`src/rtl/sound_dma_pkg.sv`:
```
// Shared constants for the single-channel Sound Blaster DMA engine: FSM states,
// register offsets and mode field encodings.
package sound_dma_pkg;

  localparam logic [2:0] ST_IDLE     = 3'd0;
  localparam logic [2:0] ST_MRD      = 3'd1;
  localparam logic [2:0] ST_MRD_WAIT = 3'd2;
  localparam logic [2:0] ST_ACK      = 3'd3;
  localparam logic [2:0] ST_MWR      = 3'd4;
  localparam logic [2:0] ST_GAP      = 3'd5;

  localparam logic [2:0] REG_ADDR   = 3'd0;
  localparam logic [2:0] REG_COUNT  = 3'd1;
  localparam logic [2:0] REG_PAGE   = 3'd2;
  localparam logic [2:0] REG_MODE   = 3'd3;
  localparam logic [2:0] REG_MASK   = 3'd4;
  localparam logic [2:0] REG_CLR_FF = 3'd5;
  localparam logic [2:0] REG_STATUS = 3'd6;

  localparam logic [1:0] XFER_VERIFY = 2'b00;
  localparam logic [1:0] XFER_WRITE  = 2'b01;
  localparam logic [1:0] XFER_READ   = 2'b10;

  localparam int MODE_AUTOINIT_BIT = 4;
  localparam int MODE_DEC_BIT      = 5;

  // Encoding 11 has no transfer meaning and behaves as verify.
  function automatic logic [1:0] decode_xfer(input logic [1:0] field);
    return (field == 2'b11) ? XFER_VERIFY : field;
  endfunction

endpackage

```
`src/rtl/sound_dma_regs.sv`:
```
// CPU-visible register file for the DMA channel: base/current address and count,
// page, mode, mask, TC status and the shared low/high byte flip-flop.
module sound_dma_regs
  import sound_dma_pkg::*;
(
  input  logic        clk,
  input  logic        rst_n,
  input  logic [2:0]  io_address,
  input  logic        io_read,
  input  logic        io_write,
  input  logic [7:0]  io_writedata,
  output logic [7:0]  io_readdata,
  input  logic        dma_req,
  input  logic        xfer_start,
  input  logic        xfer_done,
  output logic [7:0]  page,
  output logic [15:0] cur_addr,
  output logic [15:0] cur_count,
  output logic [1:0]  xfer_mode,
  output logic        mask
);

  logic [15:0] base_addr;
  logic [15:0] base_count;
  logic [3:0]  mode_q;
  logic        ff;
  logic        tc;
  logic        addr_wr;
  logic        count_wr;
  logic        sel_addr;
  logic        sel_count;
  logic        terminal;
  logic        auto_init;
  logic        dec;
  logic [15:0] next_addr;

  assign sel_addr  = (io_address == REG_ADDR);
  assign sel_count = (io_address == REG_COUNT);
  assign auto_init = mode_q[MODE_AUTOINIT_BIT-2];
  assign dec       = mode_q[MODE_DEC_BIT-2];
  assign xfer_mode = decode_xfer(mode_q[1:0]);
  assign terminal  = xfer_done && (cur_count == 16'h0000);
  assign next_addr = dec ? (cur_addr - 16'd1) : (cur_addr + 16'd1);

  always_comb begin
    io_readdata = 8'hFF;
    case (io_address)
      REG_ADDR:   io_readdata = ff ? cur_addr[15:8] : cur_addr[7:0];
      REG_COUNT:  io_readdata = ff ? cur_count[15:8] : cur_count[7:0];
      REG_STATUS: io_readdata = {6'b0, dma_req, tc};
      default:    io_readdata = 8'hFF;
    endcase
  end

  always_ff @(posedge clk or negedge rst_n) begin
    if (!rst_n) begin
      base_addr  <= '0;
      base_count <= '0;
      cur_addr   <= '0;
      cur_count  <= '0;
      page       <= '0;
      mode_q     <= '0;
      mask       <= 1'b1;
      ff         <= 1'b0;
      tc         <= 1'b0;
      addr_wr    <= 1'b0;
      count_wr   <= 1'b0;
    end else begin
      if (io_write && io_address == REG_CLR_FF)
        ff <= 1'b0;
      else if ((io_read || io_write) && (sel_addr || sel_count))
        ff <= ~ff;

      if (io_read && io_address == REG_STATUS)
        tc <= 1'b0;

      if (xfer_start) begin
        addr_wr  <= 1'b0;
        count_wr <= 1'b0;
      end

      // Byte completion; anything the CPU wrote since the byte started is kept.
      if (xfer_done) begin
        if (terminal) begin
          tc <= 1'b1;
          if (auto_init) begin
            if (!addr_wr)  cur_addr  <= base_addr;
            if (!count_wr) cur_count <= base_count;
          end else begin
            mask <= 1'b1;
            if (!addr_wr)  cur_addr  <= next_addr;
            if (!count_wr) cur_count <= cur_count - 16'd1;
          end
        end else begin
          if (!addr_wr)  cur_addr  <= next_addr;
          if (!count_wr) cur_count <= cur_count - 16'd1;
        end
      end

      // CPU writes come last so they win over the completion update.
      if (io_write) begin
        case (io_address)
          REG_ADDR: begin
            addr_wr <= 1'b1;
            if (ff) begin
              base_addr[15:8] <= io_writedata;
              cur_addr[15:8]  <= io_writedata;
            end else begin
              base_addr[7:0] <= io_writedata;
              cur_addr[7:0]  <= io_writedata;
            end
          end
          REG_COUNT: begin
            count_wr <= 1'b1;
            if (ff) begin
              base_count[15:8] <= io_writedata;
              cur_count[15:8]  <= io_writedata;
            end else begin
              base_count[7:0] <= io_writedata;
              cur_count[7:0]  <= io_writedata;
            end
          end
          REG_PAGE: page   <= io_writedata;
          REG_MODE: mode_q <= io_writedata[5:2];
          REG_MASK: mask   <= io_writedata[0];
          default: ;
        endcase
      end
    end
  end

endmodule

```
`src/rtl/sound_dma_channel.sv`:
```
// 8237-style single 8-bit DMA channel answering the DSP req with ack/terminal,
// moving bytes between the DSP and 24-bit memory through an Avalon-style master.
module sound_dma_channel
  import sound_dma_pkg::*;
#(
  parameter int ADDR_W = 24
) (
  input  logic              clk,
  input  logic              rst_n,
  input  logic [2:0]        io_address,
  input  logic              io_read,
  output logic [7:0]        io_readdata,
  input  logic              io_write,
  input  logic [7:0]        io_writedata,
  input  logic              dma_req,
  output logic              dma_ack,
  output logic              dma_terminal,
  output logic [7:0]        dma_readdata,
  input  logic [7:0]        dma_writedata,
  output logic [ADDR_W-1:0] mem_address,
  output logic              mem_read,
  output logic              mem_write,
  output logic [7:0]        mem_writedata,
  input  logic              mem_waitrequest,
  input  logic [7:0]        mem_readdata,
  input  logic              mem_readdatavalid
);

  logic [2:0]  state;
  logic [1:0]  xfer;
  logic [7:0]  data_q;
  logic [7:0]  page;
  logic [15:0] cur_addr;
  logic [15:0] cur_count;
  logic [1:0]  xfer_mode;
  logic        mask;
  logic        xfer_start;

  assign xfer_start = (state == ST_IDLE) && dma_req && !mask;

  sound_dma_regs u_regs (
    .clk          (clk),
    .rst_n        (rst_n),
    .io_address   (io_address),
    .io_read      (io_read),
    .io_write     (io_write),
    .io_writedata (io_writedata),
    .io_readdata  (io_readdata),
    .dma_req      (dma_req),
    .xfer_start   (xfer_start),
    .xfer_done    (dma_ack),
    .page         (page),
    .cur_addr     (cur_addr),
    .cur_count    (cur_count),
    .xfer_mode    (xfer_mode),
    .mask         (mask)
  );

  // Decoded from the state flop so reset clears them without waiting for a clock.
  assign mem_read      = (state == ST_MRD);
  assign mem_write     = (state == ST_MWR);
  assign mem_writedata = (state == ST_MWR) ? data_q : 8'h00;
  assign dma_ack       = (state == ST_ACK);
  assign dma_terminal  = dma_ack && (cur_count == 16'h0000);
  assign dma_readdata  = (dma_ack && xfer == XFER_READ) ? data_q : 8'h00;

  always_ff @(posedge clk or negedge rst_n) begin
    if (!rst_n) begin
      state       <= ST_IDLE;
      xfer        <= XFER_VERIFY;
      data_q      <= '0;
      mem_address <= '0;
    end else begin
      case (state)
        ST_IDLE: begin
          if (xfer_start) begin
            mem_address <= ADDR_W'({page, cur_addr});
            xfer        <= xfer_mode;
            data_q      <= '0;
            state       <= (xfer_mode == XFER_READ) ? ST_MRD : ST_ACK;
          end
        end
        ST_MRD: begin
          if (!mem_waitrequest) begin
            if (mem_readdatavalid) begin
              data_q <= mem_readdata;
              state  <= ST_ACK;
            end else begin
              state <= ST_MRD_WAIT;
            end
          end
        end
        ST_MRD_WAIT: begin
          if (mem_readdatavalid) begin
            data_q <= mem_readdata;
            state  <= ST_ACK;
          end
        end
        ST_ACK: begin
          if (xfer == XFER_WRITE) begin
            data_q <= dma_writedata;
            state  <= ST_MWR;
          end else begin
            state <= ST_GAP;
          end
        end
        ST_MWR: begin
          if (!mem_waitrequest) state <= ST_GAP;
        end
        ST_GAP:  state <= ST_IDLE;
        default: state <= ST_IDLE;
      endcase
    end
  end

endmodule
```
`config.mk`:
```
export PLATFORM = sky130hd
export DESIGN_NAME = sound_dma_channel
export DESIGN_NICKNAME = d
export VERILOG_FILES = /design/src/rtl/sound_dma_pkg.sv /design/src/rtl/sound_dma_regs.sv /design/src/rtl/sound_dma_channel.sv
export SDC_FILE = /design/constraint.sdc
export NUM_CORES = 1
export LEC_CHECK = 0
export ABC_AREA = 1
export CAP_MARGIN = 20
export CORE_UTILIZATION = 46
export CTS_CLUSTER_DIAMETER = 80
export DETAILED_ROUTE_END_ITERATION = 10
export DONT_BUFFER_PORTS = 1
export PLACE_DENSITY = 0.64
export SLEW_MARGIN = 20
export SYNTH_ARGS = -nofsm -noshare
export SYNTH_HDL_FRONTEND = slang
export SYNTH_SLANG_ARGS = --single-unit
```
`constraint.sdc`:
```
create_clock -name clk -period 2.28 [get_ports clk]
set_clock_uncertainty 0.1 [all_clocks]
set_input_delay 0.228 -clock clk [delete_from_list [all_inputs] [get_ports clk]]
set_output_delay 0.228 -clock clk [all_outputs]
set_load 0.01 [all_outputs]
```
# ---- Yosys cells after proc, flatten, opt, wreduce, memory -nomap -nowiden
# Cells that the tools add are included.
dict set report word_totals {
  reg_bits 118
  in_bits 34
  output_inout_bits 52
  word_cells 118
}
dict set report op_classes {
  addsub 3
  eq_ne 19
  mux 54
  bitwise_logic 1
  n_reduce_logical 24
}
# operator n
set ops {}
lappend ops {{$mux 16} 15}
lappend ops {{$mux 8} 12}
lappend ops {{$pmux 8 s4} 1}
lappend ops {{$sub 16x1->16 const B} 2}
lappend ops {{$pmux 8 s3} 1}
lappend ops {{$mux 1} 18}
lappend ops {{$add 16x1->16 const B} 1}
lappend ops {{$logic_not 16->1} 1}
lappend ops {{$pmux 3 s5} 1}
lappend ops {{$eq 3x2->1 const B} 4}
lappend ops {{$eq 3x3->1 const B} 4}
lappend ops {{$mux 3} 4}
lappend ops {{$reduce_and 3->1} 4}
lappend ops {{$reduce_and 4->1} 2}
lappend ops {{$logic_and 1x1->1} 7}
lappend ops {{$eq 2x2->1 const B} 3}
lappend ops {{$eq 3x1->1 const B} 2}
lappend ops {{$logic_not 3->1} 2}
lappend ops {{$ne 2x2->1 const B} 3}
lappend ops {{$reduce_and 2->1} 3}
lappend ops {{$mux 2} 2}
lappend ops {{$ne 2x1->1 const B} 2}
lappend ops {{$reduce_bool 4->1} 1}
lappend ops {{$eq 2x1->1 const B} 1}
lappend ops {{other kinds (4)} 5}

# ---- Depth between registers and ports, before layout
dict set report logic_depth {
  word_depth 9
  ltp_mapped 14
  depth_no_buf 13
}

# ---- Hierarchy
# From an unflattened synthesis, not the netlist that was laid out.
dict set report unflattened {
  cells_unflattened 1056
  area_unflattened_um2 7300.8
}
# module n_inst cells_per_inst area_per_inst_um2 seq_area_each_um2
set modules_own_cells {}
lappend modules_own_cells {sound_dma_regs 1 812 5480.3 2028.2}
lappend modules_own_cells {sound_dma_channel 1 244 1820.5 925.9}

# ---- Least setup slack after synthesis
# No wires, ideal clock.
dict set report synth_timing {
  path_kind {reg-to-reg}
  start {register u_regs.mode_q[3]}
  end {register u_regs.cur_addr[13]}
  setup_ps 77
  arrival_ps 1880
  required_ps 2103
  path_slack_ps 223
  path_stages_with_launch 12
  n_path_buf 0
  synth_period_minus_slack_ps 2057
  cell_sequence {dfrtp_1 ha_1 or2_2 nand3b_1 nand2_1 nand2_1 nand2_1 nand2_1 nand3_1 nand2_1 nand2_1 a21oi_1}
}
dict set report synth_via {
  elab_chain_len 8
}
# element line
set synth_lines {}
lappend synth_lines {{start: declaration} sound_dma_regs.sv:25} ;# logic [3:0] mode_q;
lappend synth_lines {{start signal: assignment} sound_dma_regs.sv:124} ;# REG_MODE: mode_q <= io_writedata[5:2];
lappend synth_lines {{$mux 16 *} sound_dma_regs.sv:43} ;# assign next_addr = dec ? (cur_addr - 16'd1) : (cur_addr + 16'd1);
lappend synth_lines {{$mux 16 *} {sound_dma_regs.sv:91, sound_dma_regs.sv:95}}
lappend synth_lines {{$mux 16} sound_dma_regs.sv:86} ;# if (auto_init) begin
lappend synth_lines {{$mux 16 *} sound_dma_regs.sv:84} ;# if (terminal) begin
lappend synth_lines {{$mux 16 *} sound_dma_regs.sv:83} ;# if (xfer_done) begin
lappend synth_lines {{$mux 8} sound_dma_regs.sv:105} ;# if (ff) begin
lappend synth_lines {{$mux 16} sound_dma_regs.sv:102} ;# case (io_address)
lappend synth_lines {{$mux 16 *} sound_dma_regs.sv:101} ;# if (io_write) begin
lappend synth_lines {{end signal: assignment} sound_dma_regs.sv:87} ;# if (!addr_wr) cur_addr <= base_addr;
lappend synth_lines {{end signal: assignment} sound_dma_regs.sv:91} ;# if (!addr_wr) cur_addr <= next_addr;
lappend synth_lines {{end signal: assignment} sound_dma_regs.sv:107} ;# cur_addr[15:8] <= io_writedata;
lappend synth_lines {{end: declaration} sound_dma_regs.sv:17} ;# output logic [15:0] cur_addr,
# Every way passes the cells marked *; elsewhere a longest branch is shown, timed or not.
# A chain may end at the register's enable or synchronous reset.

# ---- Worst setup path after layout
dict set report layout_timing {
  start {input io_address[0]}
  end {output io_readdata[1]}
}
dict set report layout_via {
  elab_chain_len 2
}
# element line
set layout_lines {}
lappend layout_lines {{start: declaration} sound_dma_channel.sv:10} ;# input logic [2:0] io_address,
lappend layout_lines {{$eq 3x3->1, or another cell as far along} sound_dma_regs.sv:47} ;# case (io_address)
lappend layout_lines {{$pmux 8 s3 *} sound_dma_regs.sv:47}
lappend layout_lines {{end: declaration} sound_dma_channel.sv:12} ;# output logic [7:0] io_readdata,
# Marked as above.

==> flow_summary.yaml <==
outcome:
  status: "finished with violations"
  violations: "negative hold slack"
global_route:
  grt_pass1_wl_mm: 33.5
  grt_max_degree: 119
  antenna_found_initial: 2
  grt_pass1_vias: 6402
  grtUsageTotal: 0.272
  grt.overflow.total: 0
floorplan:
  io_pins: 86
  rows: 45
  die_y_um: 128
  initial_core_util: 0.475
  coreArea_sq_um: 15300
  die-area_sq_um: 16300
  die_x_um: 128
drt:
  vias: 6937
  first_pass_iters: 5
  ant_nets: 0
  drc: 0
  drtIter0Drc: 595
  wl_per_cell_um: 16.3
  avgViaCountPerCell: 5.28
  routed_wirelength_mm: 21.4
timing:
  worst_slack_ns: 0.115
  hold_slack_ns: -0.602
  slew_viol_final: 0
  setup_viol: 0
  worst_slew_pin_slew_ns: 0.564
  min_period_ns: 2.16
  rsz0062_at_grt: "yes"
  fin_crit_sh: 0.950
  clock.fmax_mhz: 462
  final_hold_viol_count: 118
  max-slew-margin-rel: 0.623
logic_synthesis:
  synth_edf_count: 0
  synthArstFlopShare: 1.00
  synth_commonest_cells: "284 x nand2_1, 147 x inv_1, 117 x dfrtp_1, 114 x nor2_1, 110 x o21ai_0"
  synth.area.top_cells: "dfrtp_1 40%, nand2_1 15%, inv_1 7.6%, o21ai_0 7.6%, nor2_1 5.9%"
  synth.top_cell.area_share: 0.402
  synth_seq_cells: 118
  syn-num-nets: 1087
  ys_types: 44
  yosys.area.top_type: "dfrtp_1"
  synthesis.area_sq_um: 7270
  ys.flop_type: "dfrtp_1"
  seq_area_frac_synth: 0.406
  ys_warn_count: 0
  synth_cells: 1036
  synth_most_common_cell: "nand2_1"
  avgSynthCellArea_sq_um: 7.02
clock_tree:
  root_buffer: "clkbuf_16"
  cts_buffer_depth: 2
  path_clk_slew_ns: 0.06
  cts_hold_buf: 31
  cts_tree: "yes"
  cts_sinks: 118
  htreeDepth: 4
  cts_buffers: 17
  clk_latency_ns: 0.43
place:
  numPortBuffers: 0
  pre_cts_ws_ns: -0.0559
  hpwl_mm: 14.9
  dp.cells: 1244
  gp_congestion: 0.957
worst_setup_path:
  crit_arrival_ns: 1.84
  path_max_fanout: 8
  worstSetupPathType: "in2out"
  rr_endpoint: "u_regs.cur_addr[11]"
  max_stage_delay_ns: 0.61
  r2r_slack_ns: 0.16
  worstRegToRegCells: 10
  timing.rr.start: "u_regs.mode_q[3]"
  worstSetupStartpointType: "input pin"
  crit_required_ns: 1.95
  slowest_stage: "dlygate4sd3_1"
  end_kind: "primary output"
  crit_chain: "dlygate4sd3_1 > inv_1 > nor2_2 > nand2_1 > nand3_1 > o2111ai_1"
pwr:
  leakage_nw: 4.31
  totalPowerFinal_mw: 11.4
  power_density_nw_per_um2: 1330
  vdd_drop_max_uv: 666
finish:
  area_growth_pct: 18.1
  nets: 1140
  drive_above_1_share: 0.0953
  utilization: 0.561
  fill_cells: 1500
  final_cells: 1315
min_path:
  hp-class: "in2async"
job:
  drv_cap: 0
final cells by class:
cell class | count | area, sq um | share of cell area
Multi-Input combinational cell | 733 | 3630 | 0.423
Sequential cell | 118 | 2960 | 0.344
Timing Repair Buffer | 68 | 604 | 0.0703
Inverter | 151 | 568 | 0.0661
Clock buffer | 21 | 460 | 0.0536
Tap cell | 211 | 264 | 0.0307
Clock inverter | 11 | 103 | 0.0119
Antenna cell | 2 | 5.00 | 0.000582
worst max path at each step:
| stage | startpoint | endpoint | slack, ns | cells after the start |
|---|---|---|---|---|
| 2_1_floorplan | u_regs.mode_q[3] | u_regs.cur_addr[13] | 0.22 | 11 |
| 3_3_place_gp | u_regs.mode_q[3] | u_regs.cur_addr[13] | 0.007 | 11 |
| 3_5_place_dp | u_regs.mode_q[3] | u_regs.cur_addr[9] | -0.06 | 11 |
| 4_1_cts | state[0] | dma_readdata[2] | 0.02 | 5 |
| 5_1_grt | u_regs.mode_q[3] | u_regs.cur_addr[14] | -0.05 | 12 |
| 6_report | io_address[0] | io_readdata[1] | 0.12 | 6 |
repair_timing:
action / in CTS / in global routing
gates resized for setup: 3 / 12
hold endpoints to repair: 209 / 118
pin swaps: 0 / 1
buffers inserted: 0 / 6
endpoints found under the setup margin: 22 / 26
logic make-up (layout without fill, tap and decap cells):
kind of cell / after synthesis / count (layout) / synth area share
compound gates: 218 / 218 / 0.164
other cells: 0 / 2 / 0
buf+inv: 185 / 251 / 0.101
mux: 1 / 1 / 0.00155
simple gates: 481 / 481 / 0.278
flops: 118 / 118 / 0.406
fa+ha+maj: 17 / 17 / 0.0303
xor+xnor: 16 / 16 / 0.0193
report_power, final:
part / internal [mW] / switching, mW
Combinational: 1.99 / 3.15
Clock: 1.55 / 1.02
Sequential: 2.93 / 0.754
layer usage:
metal / routed length, um / GRT usage / part of all wire / vias up
met3: 1590 / 0.0664 / 0.074 / 33
li1: - / - / - / 3410
met4: 448 / 0.109 / 0.021 / 0
met1: 9540 / 0.362 / 0.45 / 3256
met5: 0 / 0 / 0 / -
met2: 9810 / 0.427 / 0.46 / 238
cell usage in the layout (no fill, tap or decap), types with 17 or more instances in the layout:
cell type / n
inv_1: 147
a21oi_1: 78
clkbuf_16: 17
nand3_1: 46
nor2_1: 110
dlygate4sd3_1: 31
dfrtp_1: 115
o21ai_0: 110
buf_4: 34
nand2_1: 282
critical path, delay by kind of cell:
family	cells	cell delay (ns)
buffers and inverters	2	0.71
AOI/OAI and AO/OA	1	0.30
and+or+nand+nor	3	0.60
flip-flops by register name, indices dropped and copies added (netlist names), 2 cells and up:
register,cells
u_regs.page,8
mem_address,24
data_q,8
u_regs.base_addr,16
u_regs.mode_q,4
u_regs.base_count,16
state,3
u_regs.cur_count,16
u_regs.cur_addr,16
xfer,2
through the flow:
step           setup TNS, ns  area (sq um)
4_1_cts                    0          8500
6_report                   0          8590
2_1_floorplan              0          7270
5_1_grt              -0.0619          8590
3_3_place_gp               0          7620
3_5_place_dp         -0.0854          7620
Note: power is estimated with default switching activity, not from simulation.
